`src/rtl/plic_priority_index_pipe.sv`:
```
// Pipelined PLIC priority-index search with a per-sample threshold compare.
// Define PLIC_PRIORITY_INDEX_LOCK_EN to add per-source claim/complete locking.
module plic_priority_index_pipe #(
  parameter int SOURCES       = 64,
  parameter int PRIORITIES    = 7,
  parameter int REG_LEVELS    = 2,
  parameter int SOURCES_BITS  = $clog2(SOURCES + 1),
  parameter int PRIORITY_BITS = $clog2(PRIORITIES)
) (
  input  logic                                    clk_i,
  input  logic                                    rst_i,
  input  logic                                    en_i,
  input  logic                                    clear_i,
  input  logic                                    valid_i,
  input  logic [SOURCES-1:0]                      pending_i,
  input  logic [SOURCES-1:0]                      ie_i,
  input  logic [SOURCES-1:0][PRIORITY_BITS-1:0]   priority_i,
  input  logic [PRIORITY_BITS-1:0]                threshold_i,
`ifdef PLIC_PRIORITY_INDEX_LOCK_EN
  input  logic                                    claim_i,
  input  logic                                    complete_i,
  input  logic [SOURCES_BITS-1:0]                 complete_id_i,
  output logic [SOURCES-1:0]                      claimed_o,
`endif
  output logic                                    valid_o,
  output logic [SOURCES_BITS-1:0]                 id_o,
  output logic [PRIORITY_BITS-1:0]                priority_o,
  output logic                                    ireq_o
);

  localparam int LEVELS = $clog2(SOURCES);
  localparam int NLEAF  = 1 << LEVELS;
  localparam int NODES  = 2 * NLEAF - 1;
  localparam int NREG   = (LEVELS >= 1 && REG_LEVELS > 0) ? (LEVELS - 1) / REG_LEVELS : 0;
  localparam int RL_DIV = (REG_LEVELS > 0) ? REG_LEVELS : 1;

  // Nodes are stored level by level: leaves first, root last.
  function automatic int lvl_off(input int l);
    return 2 * NLEAF - ((2 * NLEAF) >> l);
  endfunction

  function automatic logic lvl_reg(input int l);
    return (REG_LEVELS > 0) && (l >= 1) && (l <= LEVELS - 1) && ((l % RL_DIV) == 0);
  endfunction

  logic [SOURCES-1:0]       w_eligible;
  logic [PRIORITY_BITS-1:0] w_pri [NODES];
  logic [SOURCES_BITS-1:0]  w_id  [NODES];
  logic [PRIORITY_BITS-1:0] r_pri [NODES];
  logic [SOURCES_BITS-1:0]  r_id  [NODES];
  logic                     w_root_vld;
  logic [PRIORITY_BITS-1:0] w_root_thr;

  logic                     r_vld_o;
  logic [SOURCES_BITS-1:0]  r_id_o;
  logic [PRIORITY_BITS-1:0] r_pri_o;
  logic                     r_ireq_o;

`ifdef PLIC_PRIORITY_INDEX_LOCK_EN
  logic [SOURCES-1:0] r_claimed;

  assign w_eligible = pending_i & ie_i & ~r_claimed;
  assign claimed_o  = r_claimed;

  // Complete takes precedence over a same-cycle claim of the same ID.
  always_ff @(posedge clk_i or posedge rst_i) begin
    if (rst_i) begin
      r_claimed <= '0;
    end else begin
      for (int n = 0; n < SOURCES; n++) begin
        if (complete_i && (complete_id_i == SOURCES_BITS'(n + 1)))
          r_claimed[n] <= 1'b0;
        else if (claim_i && r_vld_o && (r_id_o == SOURCES_BITS'(n + 1)))
          r_claimed[n] <= 1'b1;
      end
    end
  end
`else
  assign w_eligible = pending_i & ie_i;
`endif

  always_comb begin
    int                       lo_idx;
    int                       dst_idx;
    logic [PRIORITY_BITS-1:0] pri_lo;
    logic [PRIORITY_BITS-1:0] pri_hi;
    logic [SOURCES_BITS-1:0]  id_lo;
    logic [SOURCES_BITS-1:0]  id_hi;
    lo_idx  = 0;
    dst_idx = 0;
    pri_lo  = '0;
    pri_hi  = '0;
    id_lo   = '0;
    id_hi   = '0;
    for (int n = 0; n < NODES; n++) begin
      w_pri[n] = '0;
      w_id[n]  = '0;
    end
    // Zero-priority leaves carry ID 0 so an empty search resolves to "none".
    for (int s = 0; s < SOURCES; s++) begin
      if (w_eligible[s] && (priority_i[s] != '0)) begin
        w_pri[s] = priority_i[s];
        w_id[s]  = SOURCES_BITS'(s + 1);
      end
    end
    for (int l = 1; l <= LEVELS; l++) begin
      for (int p = 0; p < (NLEAF >> l); p++) begin
        lo_idx  = lvl_off(l - 1) + 2 * p;
        dst_idx = lvl_off(l) + p;
        pri_lo  = lvl_reg(l - 1) ? r_pri[lo_idx]     : w_pri[lo_idx];
        pri_hi  = lvl_reg(l - 1) ? r_pri[lo_idx + 1] : w_pri[lo_idx + 1];
        id_lo   = lvl_reg(l - 1) ? r_id[lo_idx]      : w_id[lo_idx];
        id_hi   = lvl_reg(l - 1) ? r_id[lo_idx + 1]  : w_id[lo_idx + 1];
        if (pri_hi > pri_lo) begin
          w_pri[dst_idx] = pri_hi;
          w_id[dst_idx]  = id_hi;
        end else begin
          w_pri[dst_idx] = pri_lo;
          w_id[dst_idx]  = id_lo;
        end
      end
    end
  end

  always_ff @(posedge clk_i or posedge rst_i) begin
    if (rst_i) begin
      for (int n = 0; n < NODES; n++) begin
        r_pri[n] <= '0;
        r_id[n]  <= '0;
      end
    end else if (en_i) begin
      for (int l = 1; l < LEVELS; l++) begin
        if (lvl_reg(l)) begin
          for (int p = 0; p < (NLEAF >> l); p++) begin
            r_pri[lvl_off(l) + p] <= w_pri[lvl_off(l) + p];
            r_id[lvl_off(l) + p]  <= w_id[lvl_off(l) + p];
          end
        end
      end
    end
  end

  // Valid and threshold travel alongside the tree registers.
  if (NREG > 0) begin : g_stage
    logic                     r_vld [NREG];
    logic [PRIORITY_BITS-1:0] r_thr [NREG];

    always_ff @(posedge clk_i or posedge rst_i) begin
      if (rst_i) begin
        for (int k = 0; k < NREG; k++) begin
          r_vld[k] <= 1'b0;
          r_thr[k] <= '0;
        end
      end else begin
        if (clear_i) begin
          for (int k = 0; k < NREG; k++) r_vld[k] <= 1'b0;
        end else if (en_i) begin
          r_vld[0] <= valid_i;
          for (int k = 1; k < NREG; k++) r_vld[k] <= r_vld[k - 1];
        end
        if (en_i) begin
          r_thr[0] <= threshold_i;
          for (int k = 1; k < NREG; k++) r_thr[k] <= r_thr[k - 1];
        end
      end
    end

    assign w_root_vld = r_vld[NREG - 1];
    assign w_root_thr = r_thr[NREG - 1];
  end else begin : g_nostage
    assign w_root_vld = valid_i;
    assign w_root_thr = threshold_i;
  end

  always_ff @(posedge clk_i or posedge rst_i) begin
    if (rst_i) begin
      r_vld_o  <= 1'b0;
      r_id_o   <= '0;
      r_pri_o  <= '0;
      r_ireq_o <= 1'b0;
    end else begin
      if (clear_i)
        r_vld_o <= 1'b0;
      else if (en_i)
        r_vld_o <= w_root_vld;
      if (en_i) begin
        r_id_o   <= w_id[NODES - 1];
        r_pri_o  <= w_pri[NODES - 1];
        r_ireq_o <= (w_pri[NODES - 1] > w_root_thr);
      end
    end
  end

  assign valid_o    = r_vld_o;
  assign id_o       = r_id_o;
  assign priority_o = r_pri_o;
  assign ireq_o     = r_ireq_o;

endmodule

```
`config.mk`:
```
export PLATFORM = sky130hd
export DESIGN_NAME = plic_priority_index_pipe
export DESIGN_NICKNAME = d
export VERILOG_FILES = /design/src/rtl/plic_priority_index_pipe.sv
export SDC_FILE = /design/constraint.sdc
export NUM_CORES = 1
export LEC_CHECK = 0
export CORE_ASPECT_RATIO = 1.2
export CORE_MARGIN = 2
export CORE_UTILIZATION = 58
export CTS_BUF_LIST = sky130_fd_sc_hd__clkbuf_4
export DETAILED_ROUTE_END_ITERATION = 6
export PLACE_DENSITY = 0.88
export SYNTH_ARGS = -nofsm -noshare
export SYNTH_HDL_FRONTEND = slang
export SYNTH_SLANG_ARGS = --single-unit
```
`constraint.sdc`:
```
create_clock -name clk_i -period 9.7 [get_ports clk_i]
set_input_delay 1.94 -clock clk_i [delete_from_list [all_inputs] [get_ports clk_i]]
set_output_delay 1.94 -clock clk_i [all_outputs]
set_load 0.05 [all_outputs]
```
==> results of run 1 <==
-- power groups by stage --
stage	sequential, uW	clock (uW)	combinational [uW]
after detailed placement	999	0	2290
after global routing	1000	428	2580
final	988	388	2330
after CTS	985	395	2310
after floorplan	1010	0	1680
after global placement	992	0	2190
-- flip-flops by register name, summed over array words and instances (netlist names) --
name and flops:
valid_o 1, w_root_vld 1, g_stage.r_vld 1, id_o 7
ireq_o 1, r_id 90, w_root_thr 3, r_pri 60
g_stage.r_thr 3, priority_o 3
-- logic make-up (layout without fill, tap and decap cells) --
kind of cell    after synthesis  after routing  share of synthesized area, %
simple gates                687            687                          21.3
compound gates              552            552                          24.7
buf+inv                     216            540                          5.27
fa+ha+maj                   192            192                          14.7
flops                       170            170                          26.0
mux                         124            124                          7.97
other cells                   0              1                             0
-- path summary, 6_finish.rpt --
check / start / end / slack, ns / cells after the start
min in group asynchronous: rst_i / r_id[166] / 1.81 / 2
worst max-delay path: pending_i[27] / r_id[168] / 4.75 / 15
worst min-delay path: ireq_o / ireq_o / 0.49 / 1
worst min register to register: ireq_o / ireq_o / 0.49 / 1
worst max register to register: r_pri[13] / ireq_o / 5.53 / 16
max in group asynchronous: rst_i / g_stage.r_thr[5] / 6.16 / 4
-- metal layers --
layer  vias to the layer above  track usage [%]
li1                       8088                -
met1                      7833             33.6
met2                       508             53.2
met3                       128             3.14
met4                         2             10.4
met5                         -                0
-- cell type report --
type                    count  area (um^2)
diodes                      1         2.50
clock buffers              19          143
repair buffers            344         3430
fillers                  2132         7570
inverters                 164          622
clock inverters            13          118
multi-input cells        1555        11200
well taps                 379          474
flip-flops and latches    170         4250
-- critical path, cell delays in order --
cell,delay (ns)
clkdlybuf4s50_1,0.46
nand3_1,0.13
inv_1,0.05
ha_1,0.30
nor2b_1,0.16
o21a_1,0.19
o21ai_0,0.40
mux2_2,0.41
inv_1,0.06
ha_1,0.23
and3b_1,0.20
o21ai_0,0.47
nor2_1,0.13
a21oi_1,0.17
a21oi_1,0.08
-- layout by cell type (no fill, tap or decap), types with 11 or more instances in the layout --
| master | instances |
|---|---|
| a211oi_1 | 22 |
| a21o_1 | 33 |
| a21oi_1 | 108 |
| a31oi_1 | 38 |
| and3_1 | 59 |
| clkbuf_4 | 19 |
| clkdlybuf4s50_1 | 338 |
| dfrtp_1 | 170 |
| ha_1 | 192 |
| inv_1 | 162 |
| mux2_2 | 41 |
| mux2i_1 | 81 |
| nand2_1 | 101 |
| nand3_1 | 235 |
| nand3b_1 | 29 |
| nand4_1 | 16 |
| nor2_1 | 136 |
| nor2b_1 | 25 |
| nor3_1 | 25 |
| o211ai_1 | 11 |
| o21a_1 | 33 |
| o21ai_0 | 71 |
| o221ai_1 | 44 |
| o22ai_1 | 14 |
| o311a_1 | 25 |
| o311ai_0 | 38 |
| or2_2 | 12 |
-- stage by stage --
stage | utilization, % | setup slack, ns | total power [uW]
2_1_floorplan | - | 3.16 | 2690
3_3_place_gp | 71.9 | 4.37 | 3180
3_5_place_dp | 71.9 | 4.18 | 3290
4_1_cts | 72.8 | 4.84 | 3690
5_1_grt | 72.8 | 4.50 | 4010
6_report | 72.8 | 4.75 | 3700
-- Yosys cell counts (all sizes together) (16+ instances only) --
cell type / n / area [um^2]
o221ai: 44 / 385
nor3: 25 / 125
a211oi: 24 / 190
o311a: 25 / 250
nor2b: 26 / 170
nor2: 136 / 510
dfrtp: 170 / 4250
o21a: 33 / 248
nand4: 16 / 100
ha: 192 / 2400
a31oi: 38 / 238
nand3b: 29 / 218
nand3: 235 / 1180
mux2: 43 / 492
nand2: 101 / 379
clkbuf: 35 / 131
a21oi: 110 / 558
mux2i: 81 / 811
and3: 59 / 369
a21o: 35 / 265
o311ai: 44 / 443
inv: 164 / 616
o21ai: 80 / 434
buf: 17 / 114
==> summary.md, run 1 <==
| Metric | Value |
|---|---|
| Status | `finished clean` |
| Clk buf depth | `2` |
| Top Layer Used | `met5` |
| Post-Syn Area | `16300 um^2` |
| Initial Util | `58.7%` |
| CTS tree | `yes` |
| Finished Layout Cells | `2645` |
| Gr ovfl total | `0` |
| Register bit total from synthesis | `170` |
| H-tree lvl count | `4` |
| CP startpoint kind | `input port` |
| Vias per cell | `6.26` |
| Number of buffers created by CTS | `17` |
| Pre-antenna DRT Iters | `5` |
| Max cap viols | `0` |
| Main synth FF type | `dfrtp_1` |
| Psw | `1690 uW` |
| Num ports | `340` |
| Mean Syn Cell Area | `8.42 um^2` |
| Cells after Synth | `1941` |
| # Post-CTS Setup Buffers | `0` |
| Crit path DAT | `5.38 ns` |
| Post-Route M1 WL | `17600 um` |
| Max Slew Vio Count | `0` |
| Final Hold Fails | `0` |
| Layout cells sized above 1 | `5.30%` |
| All-Layer GR Usage | `28.7%` |
| Crit Path Max Fanout | `5` |
| Combinational share of power | `62.9%` |
| Clock Latency Late Sink | `0.59 ns` |
| RD Place Congestion | `0.906` |
| Relative slew slack | `27.9%` |
| WS Path Type | `input port to register` |
| Syn. warnings | `0` |
| Vias | `16600` |
| Syn nets | `2461` |
| First-pass GRT wire length | `71300 um` |
| Post-synthesis sequential area ratio | `26.0%` |
| Pwr Density | `183 nW/um^2` |
| Cts repair resizes | `0` |
| RSZ-0062 raised after global routing | `no` |
| Cell-internal power | `2010 uW` |
| Synth cell types | `80` |
| Total core area | `27800 um^2` |
| Vias in the first global route | `16300` |
| ANT nets after route | `0` |
| Placed Area | `20000 um^2` |
| WL met3 | `1980 um` |
| Hold Buf Count CTS | `0` |
| Layout area overhead | `24.1%` |
| FFs w/ async S/R, synth | `100%` |
| Pleak | `0.00908 uW` |
| Tightest Hold Check Type | `register to register` |
| Die area | `29500 um^2` |
| Max Clk Rate | `202 MHz` |
| Met2 WL | `22400 um` |
| Die Wd | `157 um` |
| Post-synth EDFFs | `0` |
| Die Span Y | `188 um` |
| Standard-cell row count | `67` |
| Initial antenna violation count | `2` |
| Final Hold Slack | `0.493 ns` |
| CTS Root Cell | `clkbuf_4` |
| IR drop worst, VDD | `0.129 mV` |
| Detailed-route DRC error count | `0` |
| Setup_tns | `0 ns` |
| Cells after DPL | `2612` |
| DRT iter0 DRCs | `971` |
| Reg clk slew, reported paths | `0.14 ns` |
| Crit path capture type | `register` |
| WL/cell | `16.3 um` |
| Sequential power share | `26.7%` |
| # nets final | `2772` |
| Post-layout minimum cycle time | `4.95 ns` |
| Fin Clk Skew | `0.0333 ns` |
| DRT Wirelength | `43200 um` |
| Switching share of power | `45.6%` |
| Final Cycle Share | `51.0%` |
| Buffers added on ports | `339` |
| Endpoints failing setup | `0` |
| Required time worst endpoint | `10.13 ns` |
| Design Area, Final | `20300 um^2` |
| Final HPWL DP | `35200 um` |
| Least-Margin Pin Slew | `1.08 ns` |
| CTS sink cnt | `170` |
| Clock power frac | `10.5%` |
| Largest net degree at the start of global routing | `114` |
Note: power is estimated with default switching activity, not from simulation.
==> run 2, diff against run 1 <==
--- a/config.mk
+++ b/config.mk
@@ -7,10 +7,10 @@
 export LEC_CHECK = 0
 export CORE_ASPECT_RATIO = 1.2
 export CORE_MARGIN = 2
-export CORE_UTILIZATION = 58
+export CORE_UTILIZATION = 49
 export CTS_BUF_LIST = sky130_fd_sc_hd__clkbuf_4
 export DETAILED_ROUTE_END_ITERATION = 6
-export PLACE_DENSITY = 0.88
+export PLACE_DENSITY = 0.79
 export SYNTH_ARGS = -nofsm -noshare
 export SYNTH_HDL_FRONTEND = slang
 export SYNTH_SLANG_ARGS = --single-unit
==> constraint.sdc (replaced) <==
create_clock -name clk_i -period 4.4 [get_ports clk_i]
set_input_delay 0.88 -clock clk_i [delete_from_list [all_inputs] [get_ports clk_i]]
set_output_delay 0.88 -clock clk_i [all_outputs]
set_load 0.05 [all_outputs]
==> summary.md, run 2 (synthesis results as in run 1) <==
| Metric | Value |
|---|---|
| Pleak | `0.00915 uW (was 0.00908 uW)` |
| Vias per cell | `5.96 (was 6.26)` |
| First-pass GRT wire length | `71100 um (was 71300 um)` |
| Worst path max stage delay | `0.53 ns (was 0.47 ns)` |
| Pre-antenna DRT Iters | `5 (unchanged)` |
| RSZ-0062 raised after global routing | `no (unchanged)` |
| Post-layout minimum cycle time | `4.04 ns` |
| All-Layer GR Usage | `24.2% (was 28.7%)` |
| Largest net degree at the start of global routing | `171 (was 114)` |
| Total core area | `33000 um^2 (was 27800 um^2)` |
| Fin Clk Skew | `0.0382 ns (was 0.0333 ns)` |
| CP delay by family, top | `compound AO/OA/AOI/OAI gates (unchanged)` |
| CTS Root Cell | `clkbuf_4 (unchanged)` |
| Max Clk Rate | `247 MHz` |
| Worst hold start | `g_stage.r_thr[5] (was ireq_o)` |
| Crit path capture type | `register (unchanged)` |
| Endpoints failing setup | `0 (unchanged)` |
| Most common cell after layout, fill and taps aside | `clkdlybuf4s50_1 (unchanged)` |
| Vias | `16300 (was 16600)` |
| IR drop worst, VDD | `0.302 mV (was 0.129 mV)` |
| DRT Wirelength | `43200 um (unchanged)` |
| Reg clk slew, reported paths | `0.13 ns (was 0.14 ns)` |
| Number of flip-flops in the largest register | `90 (unchanged)` |
| Num ports | `340 (unchanged)` |
| Fillers | `2846 (was 2132)` |
| ANT nets after route | `0 (unchanged)` |
| Design Area, Final | `20500 um^2 (was 20300 um^2)` |
| Final Hold Fails | `0 (unchanged)` |
| Initial antenna violation count | `1 (was 2)` |
| CTS sink cnt | `170 (unchanged)` |
| Final WS setup | `0.356 ns (was 4.75 ns)` |
| Relative slew slack | `36.7% (was 27.9%)` |
| Status | `finished clean (unchanged)` |
| Die Wd | `171 um (was 157 um)` |
| Cell Chain, Critical Path | `inv_1 -> ha_1 -> nor2b_1 -> o311ai_4 -> mux2i_1 -> ha_1 -> nor2b_1 -> o21ai_1 -> a32o_1 -> nor2_1 -> a21oi_1 -> ha_1 -> a21o_1 -> a21oi_1 -> a311oi_1 -> a21o_1 (was clkdlybuf4s50_1 -> nand3_1 -> inv_1 -> ha_1 -> nor2b_1 -> o21a_1 -> o21ai_0 -> mux2_2 -> inv_1 -> ha_1 -> and3b_1 -> o21ai_0 -> nor2_1 -> a21oi_1 -> a21oi_1)` |
| Die area | `34800 um^2 (was 29500 um^2)` |
| Clock Latency Late Sink | `0.61 ns (was 0.59 ns)` |
| Crit Path Max Fanout | `13 (was 5)` |
| Initial Util | `49.5% (was 58.7%)` |
| Tightest Hold Check Type | `register to register (unchanged)` |
| Required time worst endpoint | `4.89 ns (was 10.13 ns)` |
| Max Slew Vio Count | `0 (unchanged)` |
| Layout cells sized above 1 | `5.88% (was 5.30%)` |
| Buffers added on ports | `339 (unchanged)` |
| Biggest register | `r_id (unchanged)` |
| Max cap viols | `0 (unchanged)` |
| Layout area overhead | `25.4% (was 24.1%)` |
| Most frequent cells in the layout | `338 x clkdlybuf4s50_1, 235 x nand3_1, 192 x ha_1 (unchanged)` |
| Slowest cell on the critical path | `o311ai_4 (was o21ai_0)` |
| Final Hold Slack | `0.502 ns (was 0.493 ns)` |
| H-tree lvl count | `4 (unchanged)` |
| CP startpoint kind | `register (was input port)` |
| Least-Margin Pin Slew | `0.949 ns (was 1.08 ns)` |
| Number of buffers created by CTS | `17 (unchanged)` |
| Final HPWL DP | `34900 um (was 35200 um)` |
| Clk buf depth | `2 (unchanged)` |
| Vias in the first global route | `16100 (was 16300)` |
| RD Place Congestion | `0.892 (was 0.906)` |
| CP most frequent cell | `ha_1` |
| Placed Area | `20200 um^2 (was 20000 um^2)` |
| # Post-CTS Setup Buffers | `0 (unchanged)` |
| Worst Path Buf+Inv | `1 (was 3)` |
| Hold Buf Count CTS | `0 (unchanged)` |
| Setup_tns | `0 ns (unchanged)` |
| Standard-cell row count | `73 (was 67)` |
| Pwr Density | `403 nW/um^2 (was 183 nW/um^2)` |
| Place WS | `0.104 ns (was 4.18 ns)` |
| Gr ovfl total | `0 (unchanged)` |
| Die Span Y | `204 um (was 188 um)` |
| WS Path Type | `register to register (was input port to register)` |
| FF-to-FF Start | `r_pri[13] (unchanged)` |
| # nets final | `2786 (was 2772)` |
| Crit path DAT | `4.53 ns (was 5.38 ns)` |
| Detailed-route DRC error count | `0 (unchanged)` |
| CTS tree | `yes (unchanged)` |
| WL/cell | `15.8 um (was 16.3 um)` |
| CP Launch Point | `r_pri[13] (was pending_i[27])` |
| DRT iter0 DRCs | `865 (was 971)` |
| Final Cycle Share | `91.9%` |
-- run 2: cell count changes in the layout (fill, tap and decap cells not counted), sizes merged --
cell and change:
inv +1, clkinvlp +2, clkinv -1, buf +14, clkbuf -2
-- run 2: power breakdown --
part           internal [uW]  leakage [uW]  switching [uW]
Combinational           2260       0.00683            2940
Clock                    290      0.000136             593
Sequential              1920       0.00218             254
-- run 2: path summary, 6_finish.rpt --
kind / to / slack (ns) / depth (start not counted)
setup / recovery: ireq_o / 0.36 / 16
hold / removal: w_root_thr[2] / 0.50 / 2
setup reg to reg: ireq_o / 0.36 / 16
hold reg to reg: w_root_thr[2] / 0.50 / 2
max in group asynchronous: r_pri[77] / 2.83 / 3
min in group asynchronous: r_id[170] / 0.86 / 3
-- run 2: repair_timing --
action,CTS,global route
endpoints found under the setup margin,0,1
gates resized for setup,0,1
endpoints found under the hold margin,0,0
-- run 2: worst min-delay path, stage by stage (launching register included) --
cell     delay, ns
dfrtp_1       0.37
nand2_1       0.05
o21ai_0       0.06
-- run 2: final cells by class --
cell class	count	area [um^2]	share of cell area (%)
antenna	1	2.50	0.0122
sequential	170	4250	20.8
tap	450	563	2.75
timing repair buffer	358	3550	17.3
clock buffer	17	128	0.623
multi-input combinational	1555	11200	54.8
inverter	164	621	3.03
clock inverter	15	139	0.678
-- run 2: stage by stage --
stage / utilization, % / power, uW / std cells
3_3_place_gp: 61.3 / 7110 / 2697
6_report: 62.1 / 8270 / 2730
3_5_place_dp: 61.3 / 7310 / 2697
5_1_grt: 62.1 / 8970 / 2730
4_1_cts: 62.1 / 8220 / 2729
2_1_floorplan: - / 5940 / 1941
-- run 2: per-layer routing --
metal / routed length (um) / track usage (%)
met1: 18700 / 29.1
met2: 22000 / 44.8
met3: 1590 / 3.00
met4: 913 / 6.99
met5: 0 / 0
==> run 3, diff against run 2 <==
==> constraint.sdc (replaced) <==
create_clock -name clk_i -period 4.4 [get_ports clk_i]
set_input_delay 0.88 -clock clk_i [delete_from_list [all_inputs] [get_ports clk_i]]
set_output_delay 0.88 -clock clk_i [all_outputs]
set_load 0.02 [all_outputs]
==> results of run 3 <==
Same layout as run 2 (identical final DEF). Status: finished clean.
Among the figures that moved: total power 8270 uW -> 8180 uW; worst IR drop on VDD 0.302 mV -> 0.300 mV
==> patch (settings of run 3) <==
The option `PLIC_PRIORITY_INDEX_LOCK_EN` is turned on by a define.
--- a/src/rtl/plic_priority_index_pipe.sv
+++ b/src/rtl/plic_priority_index_pipe.sv
@@ -1,4 +1,6 @@
 // Pipelined PLIC priority-index search with a per-sample threshold compare.
 // Define PLIC_PRIORITY_INDEX_LOCK_EN to add per-source claim/complete locking.
+`define PLIC_PRIORITY_INDEX_LOCK_EN
+
 module plic_priority_index_pipe #(
   parameter int SOURCES       = 64,
Ports: changed (added claim_i, claimed_o, complete_i and complete_id_i); port bits go from 340 to 413. No check against the original RTL was run, so the function may have changed too.
==> patch against run 3 <==
- setup slack worse by 0.014 ns
- total power is 25% higher
- sequential cell count grew 64
- cell area rose by 20%
- critical path depth unchanged
- area after synthesis up 16%
- wire length up 43%
- combinational power increased by 4.1%
- largest cell class unchanged
==> patch: results (changes against run 3) <==
* Post-detail-place hpwl at 49000 um (was 34900 um)
* Worst-Margin Slew at 0.940 ns (was 0.949 ns)
* Top cells by count, synth: nand2_1 (333), dfrtp_1 (234), a21oi_1 (217), ha_1 (192), inv_1 (183) (was nand3_1 (235), ha_1 (192), dfrtp_1 (170), inv_1 (163), nor2_1 (136))
* Final hold vios at 0 (unchanged)
* Final #Nets at 3249 (was 2786)
* Status: finished, final reports clean (unchanged)
* FF-to-FF Start: r_pri[16] (was r_pri[13])
* Total GRT Usage at 29.8% (was 24.2%)
* Layout clock area frac at 3.24% (was 1.30%)
* TritonCTS Buffers at 60 (was 17)
* Maximum vdd drop at 0.375 mV (was 0.300 mV)
* Worst Min Path Start: r_id[170] (was g_stage.r_thr[5])
* Pint at 5.91 mW (was 4.48 mW)
* Synth top area cells: dfrtp_1 (31%), ha_1 (13%), nand2_1 (6.6%) (was dfrtp_1 (26%), ha_1 (15%), nand3_1 (7.2%))
* Clkbuf count at 87 (was 17)
* Slowest-stage cell, CP: dfrtp_1 (was o311ai_4)
* Leakage power at 11.2 nW (was 9.15 nW)
* Clk. pwr at 1.94 mW (was 0.883 mW)
* GP Congestion at 0.937 (was 0.892)
* Dpl ws at -0.158 ns (was 0.104 ns)
* Post-DP Area at 0.0237 sq mm (was 0.0202 sq mm)
* Routed wire length at 61600 um (was 43200 um)
* Clock skew at 0.0439 ns (was 0.0382 ns)
* Post-DR wirelength/cell at 19.0 um (was 15.8 um)
* Initial DRC count at 1202 (was 865)
* N_taps at 480 (was 450)
* Crit Path Max Fanout at 8 (was 13)
* H-tree level count at 2 (was 4)
* Port Buf Inserts at 412 (was 339)
* Crit-path max cell delay at 0.45 ns (was 0.53 ns)
* Number of non-clock inverters at 183 (was 164)
* Largest net degree at the start of global routing at 98 (was 171)
* Initial antenna violation count at 7 (was 1)
* Clk sinks at 234 (was 170)
* Vias post-DR at 19600 (was 16300)
* Crit end category: flip-flop (unchanged)
* Synth cell types at 71 (was 80)
* Non-clock buffer share at 17.8% (was 17.3%)
* P_sw at 4.31 mW (was 3.71 mW)
* Worst-path clk slew at 0.07 ns (was 0.13 ns)
* Comb power frac at 52.2% (was 62.6%)
* ANT cells at 4 (was 1)
* Post-Syn Nets at 2813 (was 2461)
* Multi-input comb cells at 1801 (was 1555)
* Non-clk bufs at 440 (was 358)
* Fraction of area in registers at 23.9% (was 20.8%)
* Share of post-route cells with drive strength above 1 at 7.44% (was 5.88%)
* Clock Tree Buf Depth at 3 (was 2)
* First-pass GRT wire length at 97300 um (was 71100 um)
[patch: cell count changes after synthesis, moves of 18 or more]
cell      before  now
o31ai_1        9   41
and2_1         8   41
or3_1          9   27
nor2_1       136  158
a21oi_1      108  217
and3_1        59   28
nand3_1      235   58
o311ai_0      38   12
nand2_1      101  333
clkbuf_1      35   59
dfrtp_1      170  234
inv_1        163  183
and3b_1        5   52
o21a_1        33    9
[patch: cell families (layout without fill, tap and decap cells)]
kind of cell	after synthesis	after routing	share of synthesized area, %
muxes	115	115	6.37
buffers and inverters	249	732	4.97
DFF	234	234	30.9
and+or+nand+nor	832	832	21.5
AOI/OAI and AO/OA	662	662	23.6
other	0	4	0
adders and majority gates	192	192	12.7
[patch: worst paths after layout]
check                      depth (start not counted)  slack [ns]        end
setup / recovery                                  16        0.34     ireq_o
hold / removal                                     2        0.49  r_id[170]
setup reg to reg                                  16        0.34     ireq_o
hold reg to reg                                    2        0.49  r_id[170]
max in group asynchronous                          3        3.06   r_id[21]
min in group asynchronous                          2        0.52   r_id[43]
[patch: routing by layer]
layer  track usage (%)  share of wire (%)
met1              37.1                 42
met2              51.8                 48
met3              4.88                6.4
met4              11.0                3.4
met5                 0                  0
[patch: critical path, delay by kind of cell, from the launching register on]
| family | cells | cell delay, ns |
|---|---|---|
| compound gates | 8 | 1.63 |
| fa+ha+maj | 3 | 0.83 |
| buf+inv | 1 | 0.05 |
| flops | 1 | 0.45 |
| mux | 2 | 0.74 |
| simple gates | 2 | 0.27 |
[patch: timing repair]
item                                    4_1_cts  5_1_grt
resized for setup                             0        1
endpoints found under the hold margin         0        0
hold buffers                                  0        0
endpoints found under the setup margin        0        1
